`src/rtl/stdout_uart_tx_pkg.sv`:
```
// Shared definitions for the stdout UART transmitter: FSM encoding, line levels
// and default sizing.
package stdout_uart_tx_pkg;

  typedef enum logic [1:0] {
    ST_IDLE  = 2'd0,
    ST_START = 2'd1,
    ST_DATA  = 2'd2,
    ST_STOP  = 2'd3
  } uart_state_t;

  localparam logic UART_START_BIT = 1'b0;
  localparam logic UART_STOP_BIT  = 1'b1;

  localparam int DEFAULT_CLKS_PER_BIT    = 104;
  localparam int DEFAULT_FIFO_DEPTH      = 16;
  localparam int DEFAULT_FIFO_ADDR_WIDTH = 4;

  // Width of a counter that must hold 0..clks-1; never narrower than one bit.
  function automatic int baud_width(input int clks);
    return (clks > 1) ? $clog2(clks) : 1;
  endfunction

endpackage

```
`src/rtl/stdout_uart_tx_byte_fifo.sv`:
```
// First-word-fall-through byte FIFO with occupancy count; dout is the head
// entry whenever empty is low.
module byte_fifo #(
  parameter int WIDTH      = 8,
  parameter int DEPTH      = 16,
  parameter int ADDR_WIDTH = 4
) (
  input  logic                  clk,
  input  logic                  rst,
  input  logic                  push,
  input  logic                  pop,
  input  logic [WIDTH-1:0]      din,
  output logic [WIDTH-1:0]      dout,
  output logic [ADDR_WIDTH:0]   count,
  output logic                  full,
  output logic                  empty
);

  logic [WIDTH-1:0]      mem [DEPTH];
  logic [ADDR_WIDTH-1:0] wr_ptr;
  logic [ADDR_WIDTH-1:0] rd_ptr;
  logic                  do_push;
  logic                  do_pop;

  // push is ignored while full and pop while empty, judged on the count
  // before the edge, so a push on a full FIFO is dropped even if a pop
  // happens in the same cycle.
  assign do_push = push && !full;
  assign do_pop  = pop && !empty;

  assign full  = (count == (ADDR_WIDTH+1)'(DEPTH));
  assign empty = (count == '0);
  assign dout  = mem[rd_ptr];

  always_ff @(posedge clk or posedge rst) begin
    if (rst) begin
      wr_ptr <= '0;
      rd_ptr <= '0;
      count  <= '0;
    end else begin
      if (do_push) wr_ptr <= wr_ptr + ADDR_WIDTH'(1);
      if (do_pop)  rd_ptr <= rd_ptr + ADDR_WIDTH'(1);
      case ({do_push, do_pop})
        2'b10:   count <= count + (ADDR_WIDTH+1)'(1);
        2'b01:   count <= count - (ADDR_WIDTH+1)'(1);
        default: count <= count;
      endcase
    end
  end

  always_ff @(posedge clk) begin
    if (do_push) mem[wr_ptr] <= din;
  end

endmodule

```
`src/rtl/stdout_uart_tx.sv`:
```
// Buffers bytes strobed out of the processor's stdout port and sends them as
// 8N1 UART, LSB first, throttling the processor through cpu_en.
module stdout_uart_tx
  import stdout_uart_tx_pkg::*;
#(
  parameter int CLKS_PER_BIT    = DEFAULT_CLKS_PER_BIT,
  parameter int FIFO_DEPTH      = DEFAULT_FIFO_DEPTH,
  parameter int FIFO_ADDR_WIDTH = DEFAULT_FIFO_ADDR_WIDTH
) (
  input  logic       clk,
  input  logic       reset,
  input  logic [7:0] stdout,
  input  logic       stdout_en,
  output logic       cpu_en,
  output logic       tx,
  output logic       busy,
  output logic       fifo_full,
  output logic       overflow
);

  localparam int BAUD_W = baud_width(CLKS_PER_BIT);
  localparam logic [BAUD_W-1:0] BAUD_LAST = BAUD_W'(CLKS_PER_BIT - 1);
  localparam logic [FIFO_ADDR_WIDTH:0] CPU_EN_MAX = (FIFO_ADDR_WIDTH+1)'(FIFO_DEPTH - 2);

  uart_state_t              state;
  uart_state_t              state_next;
  logic [BAUD_W-1:0]        baud_cnt;
  logic [BAUD_W-1:0]        baud_cnt_next;
  logic [2:0]               bit_cnt;
  logic [2:0]               bit_cnt_next;
  logic [7:0]               shift;
  logic [7:0]               shift_next;
  logic                     tx_next;
  logic                     bit_done;

  logic                     stdout_en_d;
  logic                     push;
  logic                     pop;
  logic [7:0]               fifo_dout;
  logic [FIFO_ADDR_WIDTH:0] fifo_count;
  logic                     fifo_empty;

  // A strobe held high while the processor is frozen must push only once.
  assign push = stdout_en && !stdout_en_d;

  always_ff @(posedge clk or posedge reset) begin
    if (reset) begin
      stdout_en_d <= 1'b0;
      overflow    <= 1'b0;
    end else begin
      stdout_en_d <= stdout_en;
      if (push && fifo_full) overflow <= 1'b1;
    end
  end

  byte_fifo #(
    .WIDTH      (8),
    .DEPTH      (FIFO_DEPTH),
    .ADDR_WIDTH (FIFO_ADDR_WIDTH)
  ) u_fifo (
    .clk   (clk),
    .rst   (reset),
    .push  (push),
    .pop   (pop),
    .din   (stdout),
    .dout  (fifo_dout),
    .count (fifo_count),
    .full  (fifo_full),
    .empty (fifo_empty)
  );

  assign bit_done = (baud_cnt == BAUD_LAST);

  always_ff @(posedge clk or posedge reset) begin
    if (reset) state <= ST_IDLE;
    else       state <= state_next;
  end

  always_comb begin
    state_next    = state;
    baud_cnt_next = baud_cnt;
    bit_cnt_next  = bit_cnt;
    shift_next    = shift;
    tx_next       = tx;
    pop           = 1'b0;
    case (state)
      ST_IDLE: begin
        tx_next = UART_STOP_BIT;
        if (!fifo_empty) begin
          pop           = 1'b1;
          shift_next    = fifo_dout;
          tx_next       = UART_START_BIT;
          baud_cnt_next = '0;
          state_next    = ST_START;
        end
      end
      ST_START: begin
        if (bit_done) begin
          baud_cnt_next = '0;
          bit_cnt_next  = '0;
          tx_next       = shift[0];
          state_next    = ST_DATA;
        end else begin
          baud_cnt_next = baud_cnt + BAUD_W'(1);
        end
      end
      ST_DATA: begin
        if (bit_done) begin
          baud_cnt_next = '0;
          if (bit_cnt == 3'd7) begin
            tx_next    = UART_STOP_BIT;
            state_next = ST_STOP;
          end else begin
            shift_next   = {1'b0, shift[7:1]};
            tx_next      = shift[1];
            bit_cnt_next = bit_cnt + 3'd1;
          end
        end else begin
          baud_cnt_next = baud_cnt + BAUD_W'(1);
        end
      end
      ST_STOP: begin
        if (bit_done) begin
          baud_cnt_next = '0;
          // Chain straight into the next start bit so queued bytes go out
          // without an idle gap.
          if (!fifo_empty) begin
            pop        = 1'b1;
            shift_next = fifo_dout;
            tx_next    = UART_START_BIT;
            state_next = ST_START;
          end else begin
            state_next = ST_IDLE;
          end
        end else begin
          baud_cnt_next = baud_cnt + BAUD_W'(1);
        end
      end
      default: begin
        tx_next    = UART_STOP_BIT;
        state_next = ST_IDLE;
      end
    endcase
  end

  always_ff @(posedge clk or posedge reset) begin
    if (reset) begin
      tx       <= UART_STOP_BIT;
      baud_cnt <= '0;
      bit_cnt  <= '0;
      shift    <= '0;
    end else begin
      tx       <= tx_next;
      baud_cnt <= baud_cnt_next;
      bit_cnt  <= bit_cnt_next;
      shift    <= shift_next;
    end
  end

  // One free slot remains when cpu_en drops, enough for a push already in flight.
  always_comb begin
    cpu_en = (fifo_count <= CPU_EN_MAX);
    busy   = (state != ST_IDLE) || !fifo_empty;
  end

endmodule

```
`config.mk`:
```
export PLATFORM = sky130hd
export DESIGN_NAME = stdout_uart_tx
export DESIGN_NICKNAME = d
export VERILOG_FILES = /design/src/rtl/stdout_uart_tx_pkg.sv /design/src/rtl/stdout_uart_tx_byte_fifo.sv /design/src/rtl/stdout_uart_tx.sv
export SDC_FILE = /design/constraint.sdc
export NUM_CORES = 1
export LEC_CHECK = 0
export ABC_AREA = 0
export BUFFER_PORTS_ARGS = -buffer_cell sky130_fd_sc_hd__buf_2
export CAP_MARGIN = 15
export CORE_MARGIN = 3
export CORE_UTILIZATION = 50
export CTS_BUF_LIST = sky130_fd_sc_hd__clkbuf_2
export DETAILED_ROUTE_END_ITERATION = 6
export GPL_TIMING_DRIVEN = 0
export MAX_ROUTING_LAYER = met4
export PLACE_DENSITY = 0.76
export SYNTH_ARGS = -nofsm -noshare
export SYNTH_HDL_FRONTEND = slang
export SYNTH_SLANG_ARGS = --single-unit
```
`constraint.sdc`:
```
create_clock -name clk -period 5.42 [get_ports clk]
set_clock_uncertainty 0.2 [all_clocks]
set_input_delay 0.271 -clock clk [delete_from_list [all_inputs] [get_ports clk]]
set_output_delay 0.271 -clock clk [all_outputs]
set_load 0.05 [all_outputs]
```
* Word level (Yosys, flattened, before mapping)
Memory sizes are Yosys's and may differ from the RTL's.
Cells that the tools add are included.
Widths: inputs -> output; s select.
** Operators by class
- Add/sub/neg operators :: 6
- $lt $le $gt $ge :: 1
- Equal/unequal tests :: 15
- Mux-type cells :: 32
- Reductions and logical operators :: 19
** Operators with widths (count)
- $mux 8 :: 4
- $pmux 8 s3 :: 1
- $mux 7 :: 2
- $ne 2x2->1 const B :: 7
- $pmux 7 s2 :: 1
- $reduce_and 4->1 :: 3
- $mux 1 :: 11
- $mux 2 :: 5
- $pmux 5 s2 :: 1
- $mux 3 :: 3
- $add 4x1->4 const B :: 2
- $pmux 2 s4 :: 1
- $add 7x1->7 const B :: 1
- $eq 7x7->1 const B :: 1
- $eq 2x2->1 const B :: 3
- $pmux 3 s2 :: 1
- $reduce_bool 2->1 :: 3
- $add 5x1->5 const B :: 1
- $eq 5x5->1 const B :: 1
- $le 5x4->1 const B :: 1
- $logic_not 5->1 :: 1
- $reduce_and 5->1 :: 1
- $sub 5x1->5 const B :: 1
- $eq 2x1->1 const B :: 2
- other kinds (10) :: 15
** Storage, ports and cells
- Flip-flop bits (word level) :: 36
- Bits in writable memories :: 128
- Input bits :: 11
- Logic and storage cells :: 84
- Memories kept :: 1
** Memories
- u_fifo.mem :: depth 16, bits a word 8, read ports 1, clocked after Yosys merged registers in 0, wr ports 1, RTL line stdout_uart_tx_byte_fifo.sv:19 : logic [WIDTH-1:0] mem [DEPTH];

* Longest topological paths before layout
- Depth in word-level cells :: 7
- Depth in mapped cells :: 13
- Gate-level depth less buffers :: 12

* By module
Synthesis repeated with hierarchy kept, for this count alone.
** Second synthesis, totals
- Cells, all modules :: 468
- Area, all modules :: 7156.9 um^2
** Modules (own cells, without submodules)
- byte_fifo :: instances 1, cells an instance 333, area an instance 5789.3 um^2, seq. area each 4169.0 um^2
- stdout_uart_tx :: instances 1, cells an instance 135, area an instance 1367.6 um^2, seq. area each 576.8 um^2

* Worst setup path after synthesis
OpenSTA, ideal clock, no wires.
- Kind :: reg-to-reg
- From :: register baud_cnt[0]
- To :: register u_fifo.count[4]
- Setup time :: 0.080 ns
- Data arrival time :: 2.665 ns
- Data required time :: 5.140 ns
- Slack :: 2.475 ns
- Stages on the path, launching flop included :: 14
- Path buffers :: 1
- Path through :: dfrtp_1 > ha_1 > and3_1 > clkbuf_1 > a31oi_1 > nor3_2 > ha_1 > inv_1 > fa_1 > nor2b_1 > o21ai_0 > and3_1 > nor3_1 > xor2_1
** On the way
- Longest elaborated chain between the ends :: 6
- Elaborated cells on any way between the ends :: 8
** RTL lines
- start: declaration :: RTL line stdout_uart_tx.sv:27 : logic [BAUD_W-1:0] baud_cnt;
- start signal: assignment :: RTL line stdout_uart_tx.sv:154 : baud_cnt <= baud_cnt_next;
- $eq 7x7->1 * :: RTL line stdout_uart_tx.sv:72 : assign bit_done = (baud_cnt == BAUD_LAST);
- $mux 1 * :: RTL line stdout_uart_tx.sv:123 : if (bit_done) begin
- $pmux 1 s2 * :: RTL line stdout_uart_tx.sv:86 : case (state)
- $logic_and 1x1->1 * :: RTL line stdout_uart_tx_byte_fifo.sv:29 : assign do_pop = pop && !empty;
- named net u_fifo.do_pop :: RTL line stdout_uart_tx_byte_fifo.sv:23 : logic do_pop;
- $eq 2x1->1 / $eq 2x2->1 (equally long branches) :: RTL line stdout_uart_tx_byte_fifo.sv:43 : case ({do_push, do_pop})
- $pmux 5 s2 / $reduce_bool 2->1 (equally long branches)
- end signal: assignment :: RTL line stdout_uart_tx_byte_fifo.sv:44 : 2'b10: count <= count + (ADDR_WIDTH+1)'(1);
- end signal: assignment :: RTL line stdout_uart_tx_byte_fifo.sv:45 : 2'b01: count <= count - (ADDR_WIDTH+1)'(1);
- end signal: assignment :: RTL line stdout_uart_tx_byte_fifo.sv:46 : default: count <= count;
- end: declaration :: RTL line stdout_uart_tx_byte_fifo.sv:14 : output logic [ADDR_WIDTH:0] count,
The timed path passes the listed nets; every way through them passes the cells marked *.
A chain may end at the register's enable or synchronous reset.

* Worst setup path in the final report
Same ends and word-level chain as after synthesis.

==> results.md <==
* Status: complete, no violations
* Avg WL per Cell at 20.05 um
* Crit Path Max Fanout at 8
* Port Buf Inserts at 15
* Critical Path AT at 3940 ps
* Worst EP required at 5860 ps
* Std-Cell Rows at 42
* Most frequent cells in the layout: 128 x edfxtp_1, 35 x dfrtp_1, 32 x mux4_2
* Clock sinks at 164
* Most common flop cell mapped by yosys: edfxtp_1
* CP endpoint kind: flop
* Die H at 123.7 um
* Worst IR Drop VDD at 265.2 uV
* Worst-Skew Late Latency at 690 ps
* DR iter-0 viols at 347
* CTS tree: built
* Nets at 499
* Synth Instances at 424
* P&R area growth vs syn at 9.171%
* Distinct cells, synth at 54
* Total clock buffers created by CTS at 17
* DRC Markers at 0
* Slew @ Worst Pin at 933.1 ps
* R2R Path End: u_fifo.count[4]
* Met3 Track Usage GR at 4.768%
* Worst Setup Slack, final at 1917 ps
* Final hold viol count at 0
* Antenna Nets Post-Route at 0
* Post-CTS setup buffers at 0
* Grt met2 use at 31.56%
* First-pass GRT wire length at 21250 um
* Met1 global-route usage at 24.47%
* Clk pin slew, worst setup/hold paths at 230 ps
* Max Clk Rate at 285.5 MHz
* Period utilization at 64.63%
* EDFF count, synth at 128
* Worst min-delay path class: in2async
* Flop-to-flop setup slack at 1920 ps
* DRT Pass-1 Iters at 4
* Setup WS pre-CTS at 2003 ps
* GR Util All Layers at 19.67%
* DPL Wire Length at 9051 um
* Placeable Area at 13400 um^2
* Post-Route Setup TNS at 0 ps
* Asr flop ratio synth at 21.95%
* Leakage power at 2.653 nW
* Initial antenna violation count at 1
* Number of max-cap violations at 0
* GP Congestion at 0.8272
* Most common cell after layout, fill and taps aside: edfxtp_1
* Pwr dens at 472.9 nW/um^2
* Vias in the first global route at 3990
* Total number of vias at 3853
* FF+latch count, synth at 164
* Die Area at 15310 um^2
* Fill cells at 1059
* Cell area after synthesis at 6930 um^2
* Worst Reg-to-Reg Cells at 13
* Syn nets at 453
* Seq/Total Area, Yosys at 68.48%
* FF-to-FF Start: baud_cnt[0]
* Grt total ovfl at 0
* Avg Synthesized Cell Area at 16.35 um^2
* Total wire length at 13230 um
* Fin. max-slew vios at 0
* Crit path kind: reg2reg
* Final setup fails at 0
* Period minus WS final at 3503 ps
* Syn. warnings at 0
* Finished Layout Cells at 660
* Post_cts resized at 0
* Starting Density at 51.72%
* Busiest layer in global routing: met2
* Setup crit start kind: flop
* Worst-case clock buffer depth at 2
* I/O pin count at 16
* Root buffer cell: clkbuf_2
* Fraction of layout cells with a size suffix above 1 at 19.67%
* Via density at 5.838
* Maximum number of pins on one net before global-route repair at 23
* Hold-fix buffers, CTS at 11
* Die Width at 123.7 um
* # placed instances at 616
* H-tree depth at 4
* Worst slew margin at 37.72%
* RSZ-0062 raised after global routing: no
## registers in the layout (all words and copies together), names as in the netlist, 2 cells and up
| register | flops |
|---|---|
| shift | 8 |
| u_fifo.wr_ptr | 4 |
| u_fifo.rd_ptr | 4 |
| baud_cnt | 7 |
| bit_cnt | 3 |
| u_fifo.count | 5 |
| u_fifo.mem | 128 |
| state | 2 |
## synth_stat cells (all sizes together) (3+ instances only)
cell type  count  share of area (%)
a21oi         31                2.3
dfrtp         35                 13
nor2          16               0.97
buf            9               0.72
mux4          32                 10
xnor2          7               0.88
o22ai          3               0.36
xor2           4               0.51
inv           15               0.85
nor3           5               0.43
nand2b         3               0.27
ha            17                3.1
nor2b          3               0.27
edfxtp       128                 55
a22o           6               0.76
nand3          3               0.22
and3           4               0.36
a22oi         14                1.5
o21ai         17                1.2
nand2         17               0.92
and2          19                1.7
clkbuf        11               0.61
## per-layer routing
layer,part of all wire [%],vias to the layer above
met3,5.5,17
met5,0,-
met2,51,98
met4,1.9,0
li1,-,1747
met1,41,1991
## metrics by stage
stage	util, %	instance area, um^2	hold WS (ps)	power (mW)
floorplan	-	6930	102.4	2.670
global placement	53.92	7226	195.5	2.964
detailed placement	54.13	7253	205.1	3.037
CTS	56.44	7564	31.65	3.607
global route	56.46	7566	90.85	3.817
finish	56.46	7566	94.55	3.578
## critical path, cell delays in order, from the launching register on
cell and delay (ps):
dfrtp_1 430, ha_1 220, and3_1 160, clkbuf_1 280, a31oi_1 160, nor3_2 380
ha_1 300, inv_1 100, fa_1 410, nor2b_1 110, o21ai_0 110, and3_1 200
nor3_1 210, xor2_1 170
## final cells by class
type                       instances  area [um^2]  area share, %
sequential                       164         4746          62.73
multi-input combinational        225         2033          26.87
tap                              176        220.2          2.911
timing repair buffer              27        212.7          2.811
clock inverter                    15        115.1          1.521
buffer                            20        92.59          1.224
clock buffer                      17        85.08          1.125
inverter                          15        58.81         0.7772
antenna                            1        2.502        0.03307
## cell families (layout without fill, tap and decap cells)
group / count (synthesis) / in the layout / synth area share (%)
AND/OR/NAND/NOR: 77 / 77 / 6.048
AO/OA/AOI/OAI: 84 / 84 / 7.673
other: 0 / 1 / 0
multiplexers: 35 / 35 / 10.87
adder cells (fa/ha/maj): 18 / 18 / 3.358
buffers and inverters: 35 / 94 / 2.185
flip-flops: 164 / 164 / 68.48
XOR/XNOR: 11 / 11 / 1.390
## worst max path at each step
stage,slack (ps),end,start,depth (start not counted)
2_1_floorplan,2470,u_fifo.count[4],baud_cnt[0],13
3_3_place_gp,2110,u_fifo.count[4],baud_cnt[0],13
3_5_place_dp,2000,u_fifo.count[4],baud_cnt[0],13
4_1_cts,1950,u_fifo.count[4],baud_cnt[0],13
5_1_grt,1710,u_fifo.count[4],baud_cnt[0],13
6_report,1920,u_fifo.count[4],baud_cnt[0],13
## power breakdown
part           total (mW)  internal [mW]  switching (mW)
clock network       0.570          0.158           0.412
logic                1.38          0.589           0.793
registers            1.63           1.52           0.106
Note: power is estimated with default switching activity, not from simulation.
